===== config.mk =====
export PLATFORM = sky130hd
export DESIGN_NAME = mouse_pos_tracker
export DESIGN_NICKNAME = d
export VERILOG_FILES = /design/src/rtl/mouse_pkg.sv /design/src/rtl/mouse_axis_clamp.sv /design/src/rtl/mouse_pos_tracker.sv
export SDC_FILE = /design/constraint.sdc
export NUM_CORES = 1
export LEC_CHECK = 0
export CORE_UTILIZATION = 40
export DETAILED_ROUTE_END_ITERATION = 8
export GPL_ROUTABILITY_DRIVEN = 0
export PLACE_DENSITY = 0.58
export SYNTH_ARGS = -nofsm -noshare
export SYNTH_HDL_FRONTEND = slang
export SYNTH_HIERARCHICAL = 1
export SYNTH_SLANG_ARGS = --single-unit

===== constraint.sdc =====
create_clock -name CLK -period 8.2 [get_ports CLK]
set_clock_uncertainty 0.1 [all_clocks]
set_input_delay 2.46 -clock CLK [delete_from_list [all_inputs] [get_ports CLK]]
set_output_delay 2.46 -clock CLK [all_outputs]
set_load 0.005 [all_outputs]

===== src/rtl/mouse_pkg.sv =====
// Shared definitions for the mouse position tracker.
//   state_t      : packet FSM states (IDLE / CALC / CLAMP)
//   XSIGN..YOVF  : bit positions inside PS/2 status byte 0
//   D9_W..SUM_W  : widths of the per-axis delta / sum datapath
package mouse_pkg;

    typedef enum logic [1:0] {
        IDLE  = 2'd0,
        CALC  = 2'd1,
        CLAMP = 2'd2
    } state_t;

    localparam int XSIGN = 4;
    localparam int YSIGN = 5;
    localparam int XOVF  = 6;
    localparam int YOVF  = 7;

    localparam int D9_W  = 9;    // {sign, raw}
    localparam int D10_W = 10;   // after optional negation (-(-256) = +256)
    localparam int DS_W  = 13;   // after <<< 0..3
    // Sum width covers any POS_W up to 12: 4095 + 2048 still fits signed,
    // so the clamp never sees a wrapped value.
    localparam int SUM_W = 15;

    localparam logic signed [D9_W-1:0] D9_POS_SAT = 9'h0FF;  // +255
    localparam logic signed [D9_W-1:0] D9_NEG_SAT = 9'h100;  // -256

endpackage


===== src/rtl/mouse_axis_clamp.sv =====
// One axis of the position datapath: overflow saturation, optional
// negation, speed scaling, registered sum, then clamp to 0..limit-1.
//   CLK, rst_n  : clock / internal async active-low reset
//   calc        : load the sum register (FSM in CALC)
//   ovf, d9     : overflow flag and {sign, raw} delta of the latched packet
//   invert      : negate the delta
//   shift       : speed left-shift 0..3
//   pos         : current position
//   limit       : axis extent (0 behaves as 1)
//   next_pos    : clamped position from the registered sum
module mouse_axis_clamp
    import mouse_pkg::*;
#(
    parameter int POS_W = 10
) (
    input  logic             CLK,
    input  logic             rst_n,
    input  logic             calc,
    input  logic             ovf,
    input  logic [D9_W-1:0]  d9,
    input  logic             invert,
    input  logic [1:0]       shift,
    input  logic [POS_W-1:0] pos,
    input  logic [POS_W-1:0] limit,
    output logic [POS_W-1:0] next_pos
);

    logic signed [D9_W-1:0]  d9_sat;
    logic signed [D10_W-1:0] d10;
    logic signed [DS_W-1:0]  scaled;
    logic signed [SUM_W-1:0] sum;
    logic signed [SUM_W-1:0] sum_q;
    logic signed [SUM_W-1:0] lim_ext;
    logic [POS_W-1:0]        lim_m1;

    always_comb begin
        d9_sat = ovf ? (d9[D9_W-1] ? D9_NEG_SAT : D9_POS_SAT) : $signed(d9);
        d10    = D10_W'(d9_sat);
        if (invert) d10 = -d10;
        scaled = DS_W'(d10) <<< shift;
        sum    = $signed(SUM_W'({1'b0, pos})) + SUM_W'(scaled);
    end

    always_ff @(posedge CLK or negedge rst_n) begin
        if (!rst_n)    sum_q <= '0;
        else if (calc) sum_q <= sum;
    end

    always_comb begin
        lim_m1  = (limit == '0) ? '0 : limit - POS_W'(1);
        lim_ext = SUM_W'(lim_m1);
        if (sum_q[SUM_W-1])      next_pos = '0;
        else if (sum_q > lim_ext) next_pos = lim_m1;
        else                     next_pos = sum_q[POS_W-1:0];
    end

endmodule


===== src/rtl/mouse_pos_tracker.sv =====
// Absolute mouse pointer tracker fed by decoded PS/2 packets.
// Accept (IDLE) -> CALC (register sums) -> CLAMP (update outputs, POS_VALID).
//   CLK, RESET        : clock, async active-low reset (release synchronised)
//   PKT_*             : packet handshake and bytes (PKT_DZ = wheel nibble)
//   SPEED_SHIFT       : delta shift, latched with the packet
//   LIMIT_LOAD/X/Y    : runtime extents, position clamped into new range
//   RECENTRE          : jump to limit/2, aborts any in-flight packet
//   POS_X/Y, BUTTONS  : registered pointer state
//   BUTTON_PRESS      : per-button rising-edge pulse
//   POS_VALID         : one-cycle update strobe
//   POS_Z             : saturating wheel accumulator, only with MOUSE_WHEEL_EN
// Build option: define MOUSE_WHEEL_EN to add the wheel accumulator.
module mouse_pos_tracker
    import mouse_pkg::*;
#(
    parameter int POS_W       = 10,
    parameter int DEF_LIMIT_X = 640,
    parameter int DEF_LIMIT_Y = 480,
    parameter int INVERT_Y    = 1,
    parameter int Z_W         = 8
) (
    input  logic                  CLK,
    input  logic                  RESET,
    input  logic                  PKT_VALID,
    output logic                  PKT_READY,
    input  logic [7:0]            PKT_STATUS,
    input  logic [7:0]            PKT_DX,
    input  logic [7:0]            PKT_DY,
    input  logic [3:0]            PKT_DZ,
    input  logic [1:0]            SPEED_SHIFT,
    input  logic                  LIMIT_LOAD,
    input  logic [POS_W-1:0]      LIMIT_X,
    input  logic [POS_W-1:0]      LIMIT_Y,
    input  logic                  RECENTRE,
    output logic [POS_W-1:0]      POS_X,
    output logic [POS_W-1:0]      POS_Y,
`ifdef MOUSE_WHEEL_EN
    output logic signed [Z_W-1:0] POS_Z,
`endif
    output logic [2:0]            BUTTONS,
    output logic [2:0]            BUTTON_PRESS,
    output logic                  POS_VALID
);

    // Assert asynchronously, release two clocks after RESET rises.
    logic [1:0] rst_sync;
    logic       rst_n;

    always_ff @(posedge CLK or negedge RESET) begin
        if (!RESET) rst_sync <= '0;
        else        rst_sync <= {rst_sync[0], 1'b1};
    end
    assign rst_n = rst_sync[1];

    state_t           state;
    logic [7:0]       pkt_status, pkt_dx, pkt_dy;
    logic [1:0]       shift_q;
    logic [POS_W-1:0] lim_x, lim_y;
    logic             rc_pend;
    logic             accept;

    logic [POS_W-1:0] nx_x, nx_y, base_x, base_y, ldl_x, ldl_y, fin_x, fin_y;
    logic [POS_W-1:0] cen_x, cen_y;
    logic             over_x, over_y;

    assign accept = (state == IDLE) && PKT_VALID && PKT_READY && !RECENTRE;

    mouse_axis_clamp #(.POS_W(POS_W)) u_axis_x (
        .CLK(CLK), .rst_n(rst_n), .calc(state == CALC),
        .ovf(pkt_status[XOVF]), .d9({pkt_status[XSIGN], pkt_dx}),
        .invert(1'b0), .shift(shift_q), .pos(POS_X), .limit(lim_x),
        .next_pos(nx_x)
    );

    mouse_axis_clamp #(.POS_W(POS_W)) u_axis_y (
        .CLK(CLK), .rst_n(rst_n), .calc(state == CALC),
        .ovf(pkt_status[YOVF]), .d9({pkt_status[YSIGN], pkt_dy}),
        .invert(INVERT_Y != 0), .shift(shift_q), .pos(POS_Y), .limit(lim_y),
        .next_pos(nx_y)
    );

    // A limit load clamps whatever position this cycle would otherwise
    // produce, including a packet result computed against the old limit.
    always_comb begin
        base_x = (state == CLAMP) ? nx_x : POS_X;
        base_y = (state == CLAMP) ? nx_y : POS_Y;
        ldl_x  = (LIMIT_X == '0) ? POS_W'(1) : LIMIT_X;
        ldl_y  = (LIMIT_Y == '0) ? POS_W'(1) : LIMIT_Y;
        over_x = LIMIT_LOAD && (base_x >= ldl_x);
        over_y = LIMIT_LOAD && (base_y >= ldl_y);
        fin_x  = over_x ? ldl_x - POS_W'(1) : base_x;
        fin_y  = over_y ? ldl_y - POS_W'(1) : base_y;
        cen_x  = (LIMIT_LOAD ? LIMIT_X : lim_x) >> 1;
        cen_y  = (LIMIT_LOAD ? LIMIT_Y : lim_y) >> 1;
    end

    always_ff @(posedge CLK or negedge rst_n) begin
        if (!rst_n) begin
            state        <= IDLE;
            PKT_READY    <= 1'b0;
            pkt_status   <= '0;
            pkt_dx       <= '0;
            pkt_dy       <= '0;
            shift_q      <= '0;
            lim_x        <= POS_W'(DEF_LIMIT_X);
            lim_y        <= POS_W'(DEF_LIMIT_Y);
            POS_X        <= POS_W'(DEF_LIMIT_X / 2);
            POS_Y        <= POS_W'(DEF_LIMIT_Y / 2);
            BUTTONS      <= '0;
            BUTTON_PRESS <= '0;
            POS_VALID    <= 1'b0;
            rc_pend      <= 1'b0;
        end else begin
            POS_VALID    <= rc_pend;   // recentre strobe trails the move by one cycle
            BUTTON_PRESS <= '0;
            rc_pend      <= 1'b0;
            if (LIMIT_LOAD) begin
                lim_x <= LIMIT_X;
                lim_y <= LIMIT_Y;
            end
            if (RECENTRE) begin
                state     <= IDLE;
                PKT_READY <= 1'b1;
                POS_X     <= cen_x;
                POS_Y     <= cen_y;
                rc_pend   <= 1'b1;
            end else begin
                POS_X <= fin_x;
                POS_Y <= fin_y;
                if (over_x || over_y) POS_VALID <= 1'b1;
                case (state)
                    IDLE: begin
                        if (accept) begin
                            pkt_status <= PKT_STATUS;
                            pkt_dx     <= PKT_DX;
                            pkt_dy     <= PKT_DY;
                            shift_q    <= SPEED_SHIFT;
                            PKT_READY  <= 1'b0;
                            state      <= CALC;
                        end else begin
                            PKT_READY  <= 1'b1;
                        end
                    end
                    CALC: state <= CLAMP;
                    CLAMP: begin
                        BUTTONS      <= pkt_status[2:0];
                        BUTTON_PRESS <= pkt_status[2:0] & ~BUTTONS;
                        POS_VALID    <= 1'b1;
                        PKT_READY    <= 1'b1;
                        state        <= IDLE;
                    end
                    default: state <= IDLE;
                endcase
            end
        end
    end

`ifdef MOUSE_WHEEL_EN
    localparam logic signed [Z_W:0] Z_MAX = (Z_W+1)'(2**(Z_W-1) - 1);
    localparam logic signed [Z_W:0] Z_MIN = (Z_W+1)'(-(2**(Z_W-1)));

    logic [3:0]            pkt_dz;
    logic signed [Z_W:0]   z_sum;
    logic signed [Z_W-1:0] z_next;

    always_comb begin
        z_sum = (Z_W+1)'(POS_Z) + (Z_W+1)'($signed(pkt_dz));
        if (z_sum > Z_MAX)      z_next = Z_MAX[Z_W-1:0];
        else if (z_sum < Z_MIN) z_next = Z_MIN[Z_W-1:0];
        else                    z_next = z_sum[Z_W-1:0];
    end

    always_ff @(posedge CLK or negedge rst_n) begin
        if (!rst_n) begin
            pkt_dz <= '0;
            POS_Z  <= '0;
        end else begin
            if (accept) pkt_dz <= PKT_DZ;
            if (state == CLAMP && !RECENTRE) POS_Z <= z_next;
        end
    end

    logic unused_bits;
    assign unused_bits = pkt_status[3];
`else
    logic unused_bits;
    assign unused_bits = ^{PKT_DZ, pkt_status[3]};
`endif

endmodule


; ---- Word-level counts from Yosys, hierarchy flattened
; Cells that the tools add are included.
[word_totals]
regBits = 109
latchBits = 0
ramBits = 0
rom_bits = 0
output_inout_bits = 28
n_memories = 0
[classes]
add_sub_neg = 7
n_mul = 0
div_mod_pow = 0
order_cmp = 4
n_eq_ne = 3
shifts = 2
mux = 32
n_bitwise = 3
n_reduce_logical = 15
[ops]
columns = op, n
row1 = $mux W10, 16
row2 = $logic_not A10 Y1, 4
row3 = $sub A10 B1 Y10 const B, 4
row4 = $mux W9, 4
row5 = $gt A15 B11 Y1, 2
row6 = $add A11 B13 Y14, 2
row7 = $ge A10 B10 Y1, 2
row8 = $sshl A10 B2 Y13, 1
row9 = $sshl A9 B2 Y13, 1
row10 = $neg A9 Y10, 1
row11 = $mux W1, 6
row12 = $mux W3, 2
row13 = $logic_and A1 B1 Y1, 5
row14 = $mux W2, 2
row15 = $pmux W2 S2, 1
row16 = $and A3 B3 Y3, 1
row17 = $ne A3 B3 Y1 const B, 1
row18 = $not A3 Y3, 1
row19 = $reduce_and A3 Y1, 1
row20 = $reduce_bool A3 Y1, 1
row21 = $eq A2 B1 Y1 const B, 1
row22 = $eq A2 B2 Y1 const B, 1
row23 = $logic_not A2 Y1, 1
row24 = $pmux W1 S2, 1
row25 = other kinds (4), 4

; ---- Logic depth before layout (Yosys ltp)
[depth]
ltp_word = 12
ltp_mapped = 23
ltp_nobuf = 21

; ---- By module
; Netlist, hierarchy kept.
[by_module_without_submodules]
columns = module, n_inst, cells_each, area_each_um2, seq_area_each_um2
row1 = mouse_pos_tracker, 1, 373, 4254.1, 1966.9
row2 = mouse_axis_clamp (u_axis_x), 1, 282, 2238.4, 350.3
row3 = mouse_axis_clamp (u_axis_y), 1, 280, 2165.8, 350.3

; ---- Least setup slack after synthesis
; OpenSTA, ideal clock, no wires.
[synth_path]
path_kind = input to register
from = in LIMIT_X[3]
to = reg POS_X[1]
arrival_time_ps = 4825
setup_slack_ps = 3193
cell_stages = 11
path_cell_list = or4_4 -> nor4_4 -> a31oi_1 -> inv_1 -> ha_1 -> nand2b_1 -> a211oi_1 -> o311ai_0 -> clkbuf_1 -> a31o_2 -> o21ai_0
[synth_between]
elab_chain_cells = 6
word_cells_on_any_way = 7
classes_between = add/sub: 1 / order compare: 1 / mux: 3 / reduce/logical: 2
[synth_rtl]
columns = element, line
row1 = "start, declared", mouse_pos_tracker.sv:32  ; input logic [POS_W-1:0] LIMIT_X,
row2 = $logic_not A10 Y1, mouse_pos_tracker.sv:87  ; ldl_x = (LIMIT_X == '0) ? POS_W'(1) : LIMIT_X;
row3 = $mux W10 (*), mouse_pos_tracker.sv:87
row4 = $ge A10 B10 Y1, mouse_pos_tracker.sv:89  ; over_x = LIMIT_LOAD && (base_x >= ldl_x);
row5 = $logic_and A1 B1 Y1, mouse_pos_tracker.sv:89
row6 = $mux W10 (*), mouse_pos_tracker.sv:91  ; fin_x = over_x ? ldl_x - POS_W'(1) : base_x;
row7 = $mux W10 (*), mouse_pos_tracker.sv:121  ; if (RECENTRE) begin
row8 = "end signal, assigned", mouse_pos_tracker.sv:107  ; POS_X <= POS_W'(DEF_LIMIT_X / 2);
row9 = "end signal, assigned", mouse_pos_tracker.sv:124  ; POS_X <= cen_x;
row10 = "end signal, assigned", mouse_pos_tracker.sv:128  ; POS_X <= fin_x;
row11 = "end, declared", mouse_pos_tracker.sv:35  ; output logic [POS_W-1:0] POS_X,
; Every way passes the cells marked *; elsewhere a longest branch is shown, timed or not.
; A chain may end at the register's enable or synchronous reset.

; ---- Worst setup path after layout
; Same ends and word-level chain as after synthesis.

==> metrics.cfg <==
[floorplanning]
start_util_pct = 40.9
io_pins = 83
die-area_um2 = 22200
core_area_um2 = 21200
fp-row-count = 53
die_x_um = 149
die_y_um = 149

[hold_path]
min_path_type = reg2async

[placement]
io_buffers = 77
placed_cells = 1265
hpwl_um = 17100

[layout]
final_layout_size_suffix_gt1_share_pct = 15.5
diodes = 0
area_growth_pct = 16.0
fin_nets = 1124
instances_no_fill = 1281
seq_area_um2 = 2670
fillCellCount = 2079
multi_input_area_um2 = 5660

[clocking]
cts_tree = yes
clock_sinks = 106
htreeDepth = 3
hold_buffers = 0
worstSkewPairLatency_ns = 0.36
clockBufferDepth = 2
cts.repair.resized = 0
root_buffer = clkbuf_16
cts_inserted_buffers = 9
clk_pin_slew_ns = 0.07
post_cts_buffers = 0

[global_routing]
met3_usage_pct = 2.60
top_usage_layer = met2
antenna_found_initial = 0
grt_overflow_total = 0
grt_util_met1_pct = 28.8
grt_pass1_vias = 6935
grt_max_degree = 62
grt_pass1_wl_um = 36500
grtUsageMet2_pct = 34.4
gr-usage-all-layers_pct = 20.9

[yosys]
synth-edff-count = 0
synth_cell_types = 77
syn_area_um2 = 8660
synth.cells.most_frequent = 94 x dfrtp_1, 84 x mux2_2, 66 x ha_1
synth_area_leaders = dfrtp_1 27%, mux2_2 11%, ha_1 9.5%, mux2i_1 4.2%, dfstp_2 3.6%
synth_seq_cells = 106
syn_avg_cell_area_um2 = 9.26
yosysTopAreaCellShare_pct = 27.2
synth_most_common_cell = dfrtp_1
seq_area_frac_synth_pct = 30.8
synthArstFlopShare_pct = 100
synth_area_leader_cell = dfrtp_1
syn_inst = 935
ys.flop_type = dfrtp_1
yosys_warnings = 6

[job]
drv.max_cap_violation_count = 0

[drt]
dr.pass1.iters = 4
postRouteAntennaNets = 0
routed_wl_um = 22200
drc = 0
drt-wirelength-per-cell_um = 17.3
viasPerCell = 5.61
vias = 7190
drt_iter0_drc = 258

[pwr]
leakagePower_nw = 4.27
power.density_nw_per_um2 = 290
irDropWorstVdd_mv = 0.146

[sta]
min_period_ns = 5.64
rsz0062_at_grt = no
tightest_slew_ns = 1.11
setup_viol = 0
timing.setup.tns_ns = 0
final_hold_viol_count = 0
finalCritPeriodShare_pct = 68.8
timing.hold.ws_ns = 0.236
finalMaxSlewViolations = 0
slew_headroom_pct = 25.8
fmax_mhz = 177

[worst_setup_path]
worstPathRequired_ns = 8.35
crit_fanout = 10
arrival_ns = 5.80
worst-setup-path-type = in2reg
startpoint_type = input pin
worstSetupEndpointType = register

[outcome]
outcome = completed

registers in the layout, summed over array words and instances (netlist names), 7 cells and up:
register        flops
pkt_dx              8
POS_X              10
POS_Y              10
u_axis_y/sum_q     14
lim_y              10
pkt_dy              8
u_axis_x/sum_q     14
pkt_status          7
lim_x              10
area by class of cell:
| class | instances | share of cell area (%) |
|---|---|---|
| sequential | 106 | 26.6 |
| multi-input combinational | 742 | 56.4 |
| tap | 275 | 3.43 |
| clock buffer | 10 | 2.38 |
| clock inverter | 6 | 0.723 |
| inverter | 55 | 2.06 |
| timing repair buffer | 87 | 8.42 |
worst max-delay path: stages:
cell             delay (ns)
clkdlybuf4s50_1        0.57
or4_4                  0.65
nor4_4                 0.24
a31oi_1                0.18
inv_1                  0.08
ha_1                   0.22
nand2b_1               0.14
a211oi_1               0.44
o311ai_1               0.17
buf_4                  0.21
a31o_2                 0.23
o21ai_0                0.21
metrics by stage:
stage	power (mW)	instance area (um2)	worst slack, ns	util, %
after floorplan	2.02	8690	3.19	-
after global placement	2.44	9730	2.25	46.0
final	2.92	10000	2.56	47.5
after global routing	3.17	10000	1.98	47.5
after CTS	2.93	10000	2.59	47.5
after detailed placement	2.45	9730	2.24	46.0
worst paths after layout:
kind,from,cells after the start,slack [ns],endpoint
hold reg to reg,rst_sync[1],0,0.24,u_axis_x/sum_q[1]
max in group asynchronous,RESET,1,5.71,rst_sync[1]
hold / removal,rst_sync[1],0,0.24,u_axis_x/sum_q[1]
setup / recovery,LIMIT_X[3],12,2.56,POS_X[1]
min in group CLK,rst_sync[0],0,0.26,rst_sync[1]
setup reg to reg,lim_y[4],18,2.61,POS_Y[8]
kinds of logic after synthesis:
kind of cell / Yosys count / synth area share [%]
multiplexers: 120 / 15.1
adder cells (fa/ha/maj): 68 / 10.0
AND/OR/NAND/NOR: 255 / 15.9
flip-flops: 106 / 30.8
buffers and inverters: 95 / 4.32
XOR/XNOR: 45 / 4.55
AO/OA/AOI/OAI: 244 / 19.3
other: 2 / 0.0867
placed cells by master (no fill, tap or decap), types with 10 or more instances in the layout:
cell type	netlist	final
xnor2_1	24	24
a21oi_1	51	51
a31oi_1	13	13
o21ai_0	51	51
nand3_1	12	12
nor4_1	16	16
a21o_1	16	16
o21a_1	15	15
nor2_1	55	55
mux2i_1	36	36
a211oi_1	14	14
inv_1	53	53
nor3_1	19	19
nand2b_1	11	11
dfstp_2	12	12
or3_1	11	11
ha_1	66	66
or2_2	11	11
mux2_2	84	84
o31ai_1	16	16
nor2b_1	14	13
dfrtp_1	94	93
nand2_1	65	65
clkdlybuf4s50_1	0	77
buf_4	0	10
conb_1	2	10
xor2_1	21	21
power by group:
group          internal [mW]  leakage, nW  switching [mW]
Combinational          0.762         2.87           0.817
Sequential             0.674         1.24           0.202
Clock                  0.249        0.155           0.213
Total                   1.69         4.27            1.23
layer usage:
metal	part of all wire (%)	routed length, um
met4	1.6	363
met5	0	0
met1	49	10900
met3	2.4	543
met2	47	10400
Note: power is estimated with default switching activity, not from simulation.
==> edit: new RTL, same settings <==
Add a define of `MOUSE_WHEEL_EN`.
--- a/src/rtl/mouse_pos_tracker.sv
+++ b/src/rtl/mouse_pos_tracker.sv
@@ -11,4 +11,6 @@
 //   POS_Z             : saturating wheel accumulator, only with MOUSE_WHEEL_EN
 // Build option: define MOUSE_WHEEL_EN to add the wheel accumulator.
+`define MOUSE_WHEEL_EN
+
 module mouse_pos_tracker
     import mouse_pkg::*;
Function (old outputs only; new: POS_Z): kept (equiv_simple and equiv_induct, registers matched by name and starting in step).
==> edit against the unedited design <==
  * Sequential cell count is 12 higher
  * Final area is 13% higher
  * Total power is 16% higher
  * Cell count is 13% higher
  * Worst setup slack worse by 65 ps
  * Fmax is 1.1% lower
  * Area after synthesis is 9.9% higher
  * Worst hold slack better by 17 ps
  * Routed wire length is 11% higher
  * Synthesized cell count is 9.7% higher
  * Critical path type unchanged
  * Critical endpoint is now POS_VALID
  * Largest cell class unchanged
==> edit: results <==
set metrics [dict create \
    status "complete, no violations" \
    insertion_delay_ps 420 \
    grt_max_degree 71 \
    maxSlewHeadroom_pct 29.31 \
    port_buffers 89 \
    grt_pass1_vias 7469 \
    ys_seq_area_share_pct 31.18 \
    synth_compound_area_share_pct 19.81 \
    layout-drive-gt1-share_pct 15.57 \
    synth_area_leaders "dfrtp_1 28%, mux2_2 10%, ha_1 9.7%" \
    r2r_slack_ps 2500 \
    dp_hpwl_um 18890 \
    wl_per_cell_um 17.15 \
    pre_cts_ws_ps 2133 \
    yosys-mux-area-fraction_pct 14.62 \
    synth_fa_ha_area_share_pct 10.36 \
    leakagePower_nw 4.885 \
    grt_pass1_wl_um 39520 \
    timing.rr.end "POS_Y[9]" \
    critPathMaxFanout 7 \
    ir_worst_vdd_v 0.0001244 \
    ff2ff_path_depth 19 \
    yosys-top-cells-count "106 x dfrtp_1, 86 x mux2_2, 77 x nor2_1" \
    grt_usage_pct 20.54 \
    place_area_um2 10740 \
    drt-initial-drc-count 384 \
    htreeDepth 4 \
    num_vias 7898 \
    crit_path_start "LIMIT_Y[4]" \
    switching_share_pct 39.54 \
    synthXorXnorAreaFrac_pct 4.693 \
    cts_buffers 17 \
    yosys.cell_types.count 82 \
    arrival_ps 5900 \
    fillers 2245 \
    nNetsFinal 1243 \
]
edit: worst max path at each step:
stage | slack [ps] | cells past startpoint | end
floorplan | 3120 | 10 | POS_VALID
detailed placement | 2130 | 11 | POS_VALID
CTS | 2500 | 19 | POS_Y[9]
global placement | 2180 | 11 | POS_VALID
global route | 1970 | 18 | POS_Y[9]
finish | 2490 | 11 | POS_VALID
edit: per-layer routing:
layer / GRT usage, % / part of all wire, %
met5: 0 / 0
met4: 4.715 / 1.1
met3: 4.320 / 4.4
met2: 31.57 / 44
met1: 29.35 / 51
edit: critical path, stage by stage:
cell	delay [ps]
clkdlybuf4s50_1	550
or4_4	600
nor3_1	360
a41oi_1	210
inv_1	110
ha_1	220
nand2b_1	140
a211oi_1	360
o211a_1	350
nor2_1	170
o32a_1	360
edit: power by group through the flow:
stage,clock [mW],combinational [mW],sequential [mW]
2_1_floorplan,0,1.24,0.866
3_3_place_gp,0,1.58,0.945
3_5_place_dp,0,1.60,0.946
4_1_cts,0.850,1.61,0.939
5_1_grt,0.874,1.79,0.963
6_report,0.828,1.61,0.936
edit: area by class of cell:
class	instances	area share [%]
multi-input combinational	816	54.40
sequential	118	26.08
timing repair buffer	95	8.213
clock buffer	18	3.766
tap	319	3.503
inverter	63	2.075
clock inverter	14	1.966
edit: logic make-up after synthesis:
group | count (synthesis)
simple gates | 282
compound gates | 270
mux | 127
flops | 118
buf+inv | 99
fa+ha+maj | 77
xor+xnor | 51
other cells | 2
edit: stage by stage:
stage                     power, mW  hold slack, ps  instances  utilization [%]
final                         3.378           252.9       1443            48.69
after global routing          3.624           273.6       1443            48.69
after CTS                     3.399           255.5       1443            48.69
after detailed placement      2.541           241.0       1411            45.90
after global placement        2.524           234.8       1411            45.90
after floorplan               2.105           231.2       1033                -
